### src/rtl/mar_burst_gen_if.sv
// Address bus between the memory address register and its consumer.
// The producer presents addr with addr_valid, and the consumer accepts
// it with addr_ready.
//   addr        AW bits  current address
//   addr_valid  1 bit    addr is a live burst beat
//   addr_ready  1 bit    consumer accepts the presented address
// Modports: master (address producer), slave (address consumer).
interface mar_burst_gen_if #(
    parameter int AW = 8
);
    logic [AW-1:0] addr;
    logic          addr_valid;
    logic          addr_ready;

    modport master (
        output addr,
        output addr_valid,
        input  addr_ready
    );

    modport slave (
        input  addr,
        input  addr_valid,
        output addr_ready
    );
endinterface

### src/rtl/mar_burst_gen.sv
// Memory address register with a gated multi-source load, stride stepping
// inside the window [0, limit], and autonomous address bursts.
// Ports:
//   clk, rst        rising-edge clock, asynchronous active-high reset
//   d_in            packed load sources; source i = d_in[i*AW +: AW]
//   sel             load source select (out-of-range select loads 0)
//   g               load strobe
//   g1_n, g2_n      active-low enables, both low to act
//   mode            00 hold, 01 increment, 10 decrement, 11 burst
//   step, start     single-step request / burst start
//   abort           cancel a burst in progress
//   stride, limit   step size and inclusive upper window bound
//   burst_len       number of beats in a burst
//   bus (master)    addr / addr_valid / addr_ready handshake
//   busy            FSM is in BURST
//   wrap            one-cycle pulse when the last update wrapped
//   done            one-cycle pulse when a burst completes or is aborted
module mar_burst_gen #(
    parameter int AW   = 8,
    parameter int NSRC = 4,
    parameter int LENW = 4,
    localparam int SW  = $clog2(NSRC)
) (
    input  logic                 clk,
    input  logic                 rst,
    input  logic [NSRC*AW-1:0]   d_in,
    input  logic [SW-1:0]        sel,
    input  logic                 g,
    input  logic                 g1_n,
    input  logic                 g2_n,
    input  logic [1:0]           mode,
    input  logic                 step,
    input  logic                 start,
    input  logic                 abort,
    input  logic [AW-1:0]        stride,
    input  logic [AW-1:0]        limit,
    input  logic [LENW-1:0]      burst_len,
    mar_burst_gen_if.master      bus,
    output logic                 busy,
    output logic                 wrap,
    output logic                 done
);

    typedef enum logic {
        IDLE,
        BURST
    } state_t;

    state_t          state;
    logic [AW-1:0]   addr_q;
    logic            valid_q;
    logic [LENW-1:0] count;

    logic            en;
    logic [AW-1:0]   src;
    logic [AW:0]     sum;
    logic            inc_wrap;
    logic [AW-1:0]   inc_next;
    logic            dec_wrap;
    logic [AW-1:0]   dec_next;

    assign en             = ~g1_n & ~g2_n;
    assign bus.addr       = addr_q;
    assign bus.addr_valid = valid_q;

    // Source mux. A select value with no matching source falls through to
    // the zero default, so out-of-range selects load 0.
    always_comb begin
        src = '0;
        for (int i = 0; i < NSRC; i++) begin
            if (sel == SW'(i)) begin
                src = d_in[i*AW +: AW];
            end
        end
    end

    // Next-address candidates for both step directions. The sum is kept one
    // bit wider so a carry out of AW bits still counts as exceeding limit,
    // and an address loaded above limit wraps on its next increment.
    always_comb begin
        sum      = {1'b0, addr_q} + {1'b0, stride};
        inc_wrap = (sum > {1'b0, limit});
        inc_next = inc_wrap ? '0 : sum[AW-1:0];
        dec_wrap = (stride > addr_q);
        dec_next = dec_wrap ? limit : (addr_q - stride);
    end

    // Control FSM. All outputs are registered here. wrap and done default
    // low every cycle so each event yields exactly a one-cycle pulse. In
    // BURST only abort and the handshake matter; abort is checked first so
    // it beats a same-cycle handshake and leaves addr untouched.
    always_ff @(posedge clk or posedge rst) begin
        if (rst) begin
            state   <= IDLE;
            addr_q  <= '0;
            valid_q <= 1'b0;
            count   <= '0;
            busy    <= 1'b0;
            wrap    <= 1'b0;
            done    <= 1'b0;
        end else begin
            wrap <= 1'b0;
            done <= 1'b0;
            case (state)
                IDLE: begin
                    if (en) begin
                        if (g) begin
                            addr_q <= src;
                        end else if (mode == 2'b11 && start) begin
                            count   <= burst_len;
                            state   <= BURST;
                            busy    <= 1'b1;
                            valid_q <= (burst_len != '0);
                        end else if (mode == 2'b01 && step) begin
                            addr_q <= inc_next;
                            wrap   <= inc_wrap;
                        end else if (mode == 2'b10 && step) begin
                            addr_q <= dec_next;
                            wrap   <= dec_wrap;
                        end
                    end
                end
                BURST: begin
                    if (abort || count == '0) begin
                        valid_q <= 1'b0;
                        done    <= 1'b1;
                        busy    <= 1'b0;
                        state   <= IDLE;
                    end else if (valid_q && bus.addr_ready) begin
                        addr_q <= inc_next;
                        wrap   <= inc_wrap;
                        count  <= count - LENW'(1);
                        if (count == LENW'(1)) begin
                            valid_q <= 1'b0;
                            done    <= 1'b1;
                            busy    <= 1'b0;
                            state   <= IDLE;
                        end
                    end
                end
                default: begin
                    state   <= IDLE;
                    valid_q <= 1'b0;
                    busy    <= 1'b0;
                end
            endcase
        end
    end

endmodule

### src/flat_wrapper.sv
// flat-port wrapper written by rule: the top's interface ports become plain ports
module mar_burst_gen_flat 
#(
    parameter int AW   = 8,
    parameter int NSRC = 4,
    parameter int LENW = 4,
    localparam int SW  = $clog2(NSRC)
)
  (clk, rst, d_in, sel, g, g1_n, g2_n, mode, step, start, abort, stride, limit, burst_len, busy, wrap, done, bus_addr, bus_addr_valid, bus_addr_ready);
  mar_burst_gen_if #(.AW(AW)) bus_i ();
  input  logic clk;
  input  logic rst;
  input  logic [NSRC*AW-1:0] d_in;
  input  logic [SW-1:0] sel;
  input  logic g;
  input  logic g1_n;
  input  logic g2_n;
  input  logic [1:0] mode;
  input  logic step;
  input  logic start;
  input  logic abort;
  input  logic [AW-1:0] stride;
  input  logic [AW-1:0] limit;
  input  logic [LENW-1:0] burst_len;
  output logic busy;
  output logic wrap;
  output logic done;
  output wire logic [$bits(bus_i.addr)-1:0] bus_addr;
  output wire logic [$bits(bus_i.addr_valid)-1:0] bus_addr_valid;
  input wire logic [$bits(bus_i.addr_ready)-1:0] bus_addr_ready;
  assign bus_addr = bus_i.addr;
  assign bus_addr_valid = bus_i.addr_valid;
  assign bus_i.addr_ready = bus_addr_ready;
  mar_burst_gen #(.AW(AW), .NSRC(NSRC), .LENW(LENW)) u_core (.clk(clk), .rst(rst), .d_in(d_in), .sel(sel), .g(g), .g1_n(g1_n), .g2_n(g2_n), .mode(mode), .step(step), .start(start), .abort(abort), .stride(stride), .limit(limit), .burst_len(burst_len), .bus(bus_i), .busy(busy), .wrap(wrap), .done(done));
endmodule
### config.mk
export PLATFORM = sky130hd
export DESIGN_NAME = mar_burst_gen_flat
export DESIGN_NICKNAME = d
export VERILOG_FILES = /design/src/rtl/mar_burst_gen_if.sv /design/src/rtl/mar_burst_gen.sv /design/src/flat_wrapper.sv
export SDC_FILE = /design/constraint.sdc
export NUM_CORES = 1
export LEC_CHECK = 0
export CAP_MARGIN = 40
export CORE_ASPECT_RATIO = 0.8
export CORE_MARGIN = 2
export CORE_UTILIZATION = 40
export CTS_BUF_LIST = sky130_fd_sc_hd__clkbuf_4 sky130_fd_sc_hd__clkbuf_8
export DETAILED_ROUTE_END_ITERATION = 8
export DONT_BUFFER_PORTS = 1
export PLACE_DENSITY = 0.57
export SYNTH_ARGS = -nofsm -noshare
export SYNTH_HDL_FRONTEND = slang
export SYNTH_SLANG_ARGS = --single-unit
### constraint.sdc
create_clock -name clk -period 6.09 [get_ports clk]
set_input_delay 1.218 -clock clk [delete_from_list [all_inputs] [get_ports clk]]
set_output_delay 1.218 -clock clk [all_outputs]
set_load 0.05 [all_outputs]
; Word-level counts from Yosys, hierarchy flattened
; Index checks and enable logic that the tools add are counted.
[op_classes]
addsub = 3
n_lt_le_gt_ge = 2
n_eq_ne = 16
n_mux = 50
n_bitwise = 4
reduce_logical = 11
[op_table]
columns = op, count
row1 = 2-to-1 mux 8 bit, 13
row2 = 2-to-1 mux 1 bit, 26
row3 = 2-to-1 mux 4 bit, 5
row4 = one-hot mux 8 bit (2 select lines), 1
row5 = AND reduction 5 bit, 3
row6 = adder 8 x 8 -> 9 bit, 1
row7 = > comparator 9 x 8 -> 1 bit, 1
row8 = "inequality test 3 bit, second input constant", 3
row9 = "equality test 2 bit, second input constant", 4
row10 = > comparator 8 bit, 1
row11 = one-hot mux 1 bit (2 select lines), 4
row12 = one-hot mux 4 bit (2 select lines), 1
row13 = subtractor 8 bit, 1
row14 = "inequality test 2 bit, second input constant", 3
row15 = "equality test 2 x 1 -> 1 bit, second input constant", 2
row16 = "equality test 4 x 1 -> 1 bit, second input constant", 1
row17 = logical AND 1 bit, 4
row18 = logical NOT 4 bit, 1
row19 = "inequality test 2 x 1 -> 1 bit, second input constant", 2
row20 = "inequality test 4 x 2 -> 1 bit, second input constant", 1
row21 = nonzero test 4 bit, 1
row22 = "subtractor 4 x 1 -> 4 bit, second input constant", 1
row23 = NOT 1 bit, 3
row24 = logical NOT 2 bit, 1
row25 = 2 further kinds, 2
[totals]
register_bits = 17
inputBits = 65
out_inout_bits = 12
word_cells = 93

; Depth between registers and ports, before layout
[logic_depth]
ltp_word = 8
mapped_depth = 16
mapped_depth_nobuf = 15

; Worst setup path before layout
; Ideal clock, no wire load.
[synth_path]
path_type = input port to flip-flop
start = input port stride[0]
end = register u_core.addr_q[0] (netlist: u_core.bus.addr[0])
setup_time_ns = 0.132
arrival_ns = 3.832
required_time_ns = 5.958
slack_ns = 2.126
path_stages = 15
path_buffers = 0
cell_sequence = ha_1 fa_1 nand2b_1 a21oi_2 a21oi_1 o21ai_0 xnor2_1 ha_1 and3_1 and3_1 a211o_1 nand3_1 nor3_1 o31ai_1 a31oi_1
[synth_between]
elab_chain_cells = 8
word_cells_on_any_way = 14
cone_classes = 2 x add/sub / 2 x order compare / 10 x mux
[synth_lines]
columns = element, line_no
row1 = start: declaration, flat_wrapper.sv:22  ; input logic [AW-1:0] stride;
row2 = "adder 8 x 8 -> 9 bit, or another cell as far along", mar_burst_gen.sv:81  ; sum = {1'b0, addr_q} + {1'b0, stride};
row3 = > comparator 9 x 8 -> 1 bit or 2-to-1 mux 8 bit (tied branches), "mar_burst_gen.sv:82, mar_burst_gen.sv:85"
row4 = 2-to-1 mux 8 bit (on tied branches), "mar_burst_gen.sv:83, mar_burst_gen.sv:117"
row5 = 2-to-1 mux 8 bit, mar_burst_gen.sv:114  ; end else if (mode == 2'b01 && step) begin
row6 = 2-to-1 mux 8 bit, mar_burst_gen.sv:109  ; end else if (mode == 2'b11 && start) begin
row7 = 2-to-1 mux 8 bit, mar_burst_gen.sv:107  ; if (g) begin
row8 = 2-to-1 mux 8 bit, mar_burst_gen.sv:106  ; if (en) begin
row9 = one-hot mux 8 bit (2 select lines) *, mar_burst_gen.sv:104  ; case (state)
row10 = end signal: assignment, mar_burst_gen.sv:108  ; addr_q <= src;
row11 = end signal: assignment, mar_burst_gen.sv:115  ; addr_q <= inc_next;
row12 = end signal: assignment, mar_burst_gen.sv:118  ; addr_q <= dec_next;
row13 = end: declaration, mar_burst_gen.sv:50  ; logic [AW-1:0] addr_q;
; Every way passes the cells marked *; elsewhere a longest branch is shown, timed or not. The select of a mux whose other input is x is not followed.
; A chain may end at the register's enable or synchronous reset.

; Final worst setup path
[layout_path]
start = input port stride[3]
end = register u_core.addr_q[5] (netlist: u_core.bus.addr[5])
; The elaborated chain is that of the path after synthesis.

==> metrics.md <==
| Metric | Value |
|---|---|
| Final setup violation count | `0` |
| End of the worst hold path | `u_core.count[1]` |
| Relative slew margins | `44.7%` |
| Internal power | `roughly 440 µW` |
| Seq pwr share | `between 20% and 30%` |
| Number of enable flip-flop cells after synthesis | `0` |
| Largest net degree at the start of global routing | `18` |
| CTS sink cnt | `17` |
| Crit Path Max Fanout | `9` |
| Area of the multi-input gates | `0.00166 mm²` |
| Port Buffers | `0` |
| Worst path top cell family by delay | `compound AO/OA/AOI/OAI gates` |
| CP cell instances | `inv_1 -> ha_1 -> nor2b_1 -> a21oi_2 -> a21oi_1 -> o21ai_0 -> xnor2_1 -> ha_1 -> and3_1 -> and3_1 -> a211o_1 -> nand3_1 -> nor2b_1 -> o211ai_1 -> a41oi_1` |
| Clock edge transition at the registers on the reported setup and hold paths | `~0.070 ns` |
| Post-Place Cell Area | `0.00229 mm²` |
| F_max | `247 MHz` |
| Post-Syn Instances | `260` |
| Full die area | `around 0.0062 mm²` |
| Fillers | `~540` |
| H-tree depth | `1` |
| Share of the synthesized area in the top cell type | `19.0%` |
| Die Ht | `70.9 µm` |
| Status | `complete, no violations` |
| Worst path bufs/invs | `1` |
| Layout area overhead | `4.30%` |
| R2R setup slack | `between 2 and 2.5 ns` |
| Vias in the first global route | `between 1500 and 2000` |
| Async S/R FF share, synth | `100%` |
| FF+latch area | `425 µm²` |
| CP Capture Type | `register` |
| Syn Std Cell Area | `between 0.002 and 0.0025 mm²` |
| Ant. Diodes | `0` |
| Leak | `0.00103 µW` |
| Startpoint types | `input port` |
| Row cnt | `24` |
| Setup CP Type | `in2reg` |
| CTS tree | `built` |
| Total negative slack | `0 ns` |
| Layout Skew | `0.00577 ns` |
| Post-synthesis net count | `353` |
| Global placer's final weighted congestion | `~0.83` |
| Drt wl/cell | `between 15 and 20 µm` |
| Hold_sp | `u_core.count[1]` |
| Tmin final | `4.04 ns` |
| Seq/Total Area, Yosys | `19.0%` |
| Top cells by count, synth | `27 x inv_1, 26 x ha_1, 20 x nor2_1, 18 x nand2_1, 17 x dfrtp_1` |
| Routed vias | `1938` |
| Initial antenna violation count | `0` |
| First-pass DRT Iterations | `4` |
| Gates resized, CTS repair | `0` |
| Vias/cell | `5.84` |
| Worst Max-Slew Pin Slew | `0.829 ns` |
| Initial DRC count | `~160` |
| Hold buffer count at cts | `0` |
| DRC viols | `0` |
| Final HPWL DP | `4.61 mm` |
| Worst R2R Path Depth | `14` |
| Ys Warns | `0` |
| Max Slew Vio Count | `0` |
| GR Overflow Total | `0` |
| RSZ-0062 raised after global routing | `false` |
| Fin crit share | `between 60% and 70%` |
| Final instance area | `0.00233 mm²` |
| Cell taking the most area after synthesis | `dfrtp_1` |
| HP Class | `reg2reg` |
| Ranking of synthesized cells by area | `dfrtp_1 19%, ha_1 15%, mux4_2 8.0%` |
| Reg2Reg Capture Point | `u_core.bus.addr[5]` |
| Skew-Pair Late Insertion Delay | `0.26 ns` |
| Count leader, synth | `inv_1` |
| Clock power frac | `9.6%` |
| Maxcap violations | `0` |
| Crit path DAT | `just over 4 ns` |
| Die Wd | `87.6 µm` |
| Cell count after placement | `between 300 and 400` |
| Syn Area/Cell | `8.61 µm²` |
| Pwr per Cell Area | `a little under 400 mW/mm²` |
| Sw Share | `52.0%` |
| Combinational share of power | `61.7%` |
| Starting Density | `41.2%` |
| Min-Delay Path Depth | `2` |
| Post-Route WL | `5.60 mm` |
| Reg-to-Reg Start | `u_core.bus.addr[1]` |
| Layout cells sized above 1 | `roughly 8.7%` |
| Final Instance Count excl. Fillers | `332` |
| Worst EP required | `approximately 6.2 ns` |
| Hold Fails Final Rpt | `0` |
| Cts bufs inserted | `3` |
| P_sw | `479 µW` |
| Crit-path max cell delay | `0.38 ns` |
| Total Nets Final | `around 350` |
| Top_reg_cell synth | `dfrtp_1` |
| Postcts setup bufs | `0` |
| Max Buffers Root-to-Sink | `2` |
| First-pass GRT wire length | `~9.1 mm` |
| Synthesized flop and latch total | `17` |
| Core area | `0.00544 mm²` |
| Slowest-stage cell, CP | `ha_1` |
| Peak supply drop | `128 µV` |
| CTS root buf | `clkbuf_8` |
| I/O pin total | `77` |
| Overall Global Routing Usage | `18.6%` |
| Final ANT Viol Nets | `0` |
| Synth cell types | `53` |
[metal layers]
layer  track usage (%)  up-vias  wire length, µm
met1              29.7      910             2750
met4              1.54        0               11
li1                  -      938                -
met5                 0        -                0
met2              26.2       88             2310
met3              4.67        2              533
[power groups by stage]
stage	logic, µW	clock network (µW)	registers [µW]
global route	644	96.2	271
global placement	566	0	268
CTS	569	91.5	266
finish	569	88.6	265
detailed placement	564	0	269
floorplan	472	0	254
[flip-flops by register name, indices dropped and copies added, names as in the netlist]
| register | cells |
|---|---|
| u_core.bus.addr | 8 |
| u_core.count | 4 |
| u_core.bus.addr_valid | 1 |
| u_core.busy | 1 |
| u_core.done | 1 |
| u_core.state | 1 |
| u_core.wrap | 1 |
[cell type report]
| cell class | instances | share of cell area, % |
|---|---|---|
| Clock buffer | 3 | 1.77 |
| Inverter | 28 | 4.50 |
| Tap cell | 78 | 4.18 |
| Clock inverter | 1 | 0.214 |
| Sequential cell | 17 | 18.2 |
| Multi-Input combinational cell | 205 | 71.1 |
[metrics by stage]
| step | hold slack, ns | power (µW) | setup WS (ns) | utilization (%) |
|---|---|---|---|---|
| after floorplan | 0.473 | 727 | 2.13 | - |
| after global placement | 0.500 | 834 | 1.86 | 42.1 |
| after detailed placement | 0.514 | 833 | 1.80 | 42.1 |
| after CTS | 0.531 | 926 | 2.07 | 43.0 |
| after global routing | 0.571 | 1010 | 1.81 | 43.0 |
| final | 0.528 | 922 | 2.05 | 43.0 |
[worst max-delay path by stage]
stage / start / end / slack [ns] / cells after the start
after floorplan: stride[0] / u_core.bus.addr[0] / 2.13 / 15
after global placement: stride[2] / u_core.bus.addr[0] / 1.86 / 14
after detailed placement: stride[0] / u_core.bus.addr[5] / 1.80 / 15
after CTS: stride[0] / u_core.bus.addr[5] / 2.07 / 15
after global routing: stride[2] / u_core.bus.addr[5] / 1.81 / 14
final: stride[3] / u_core.bus.addr[5] / 2.05 / 15
[cells by family after synthesis]
logic type / count (synthesis) / synth area share (%)
AO/OA/AOI/OAI: 77 / 25.9
multiplexers: 11 / 9.61
adder cells (fa/ha/maj): 28 / 16.3
AND/OR/NAND/NOR: 79 / 18.4
flip-flops: 17 / 19.0
buffers and inverters: 38 / 6.82
XOR/XNOR: 10 / 3.91
[tightest hold or removal path, delay by kind of cell (launching register included)]
| family | cells | cell delay [ns] |
|---|---|---|
| compound gates | 1 | 0.08 |
| flops | 1 | 0.36 |
| simple gates | 1 | 0.05 |
[layout by cell type, fill, tap and decap left out, types with 8 or more instances in the layout]
cell type	netlist	layout
mux4_2	8	8
o21ai_0	11	11
nand2_1	18	18
nor2b_1	9	9
a21oi_1	15	15
inv_1	27	27
xnor2_1	8	8
dfrtp_1	17	17
ha_1	26	26
nor3_1	8	8
nor2_1	20	20
(Power assumes the default switching activity.)
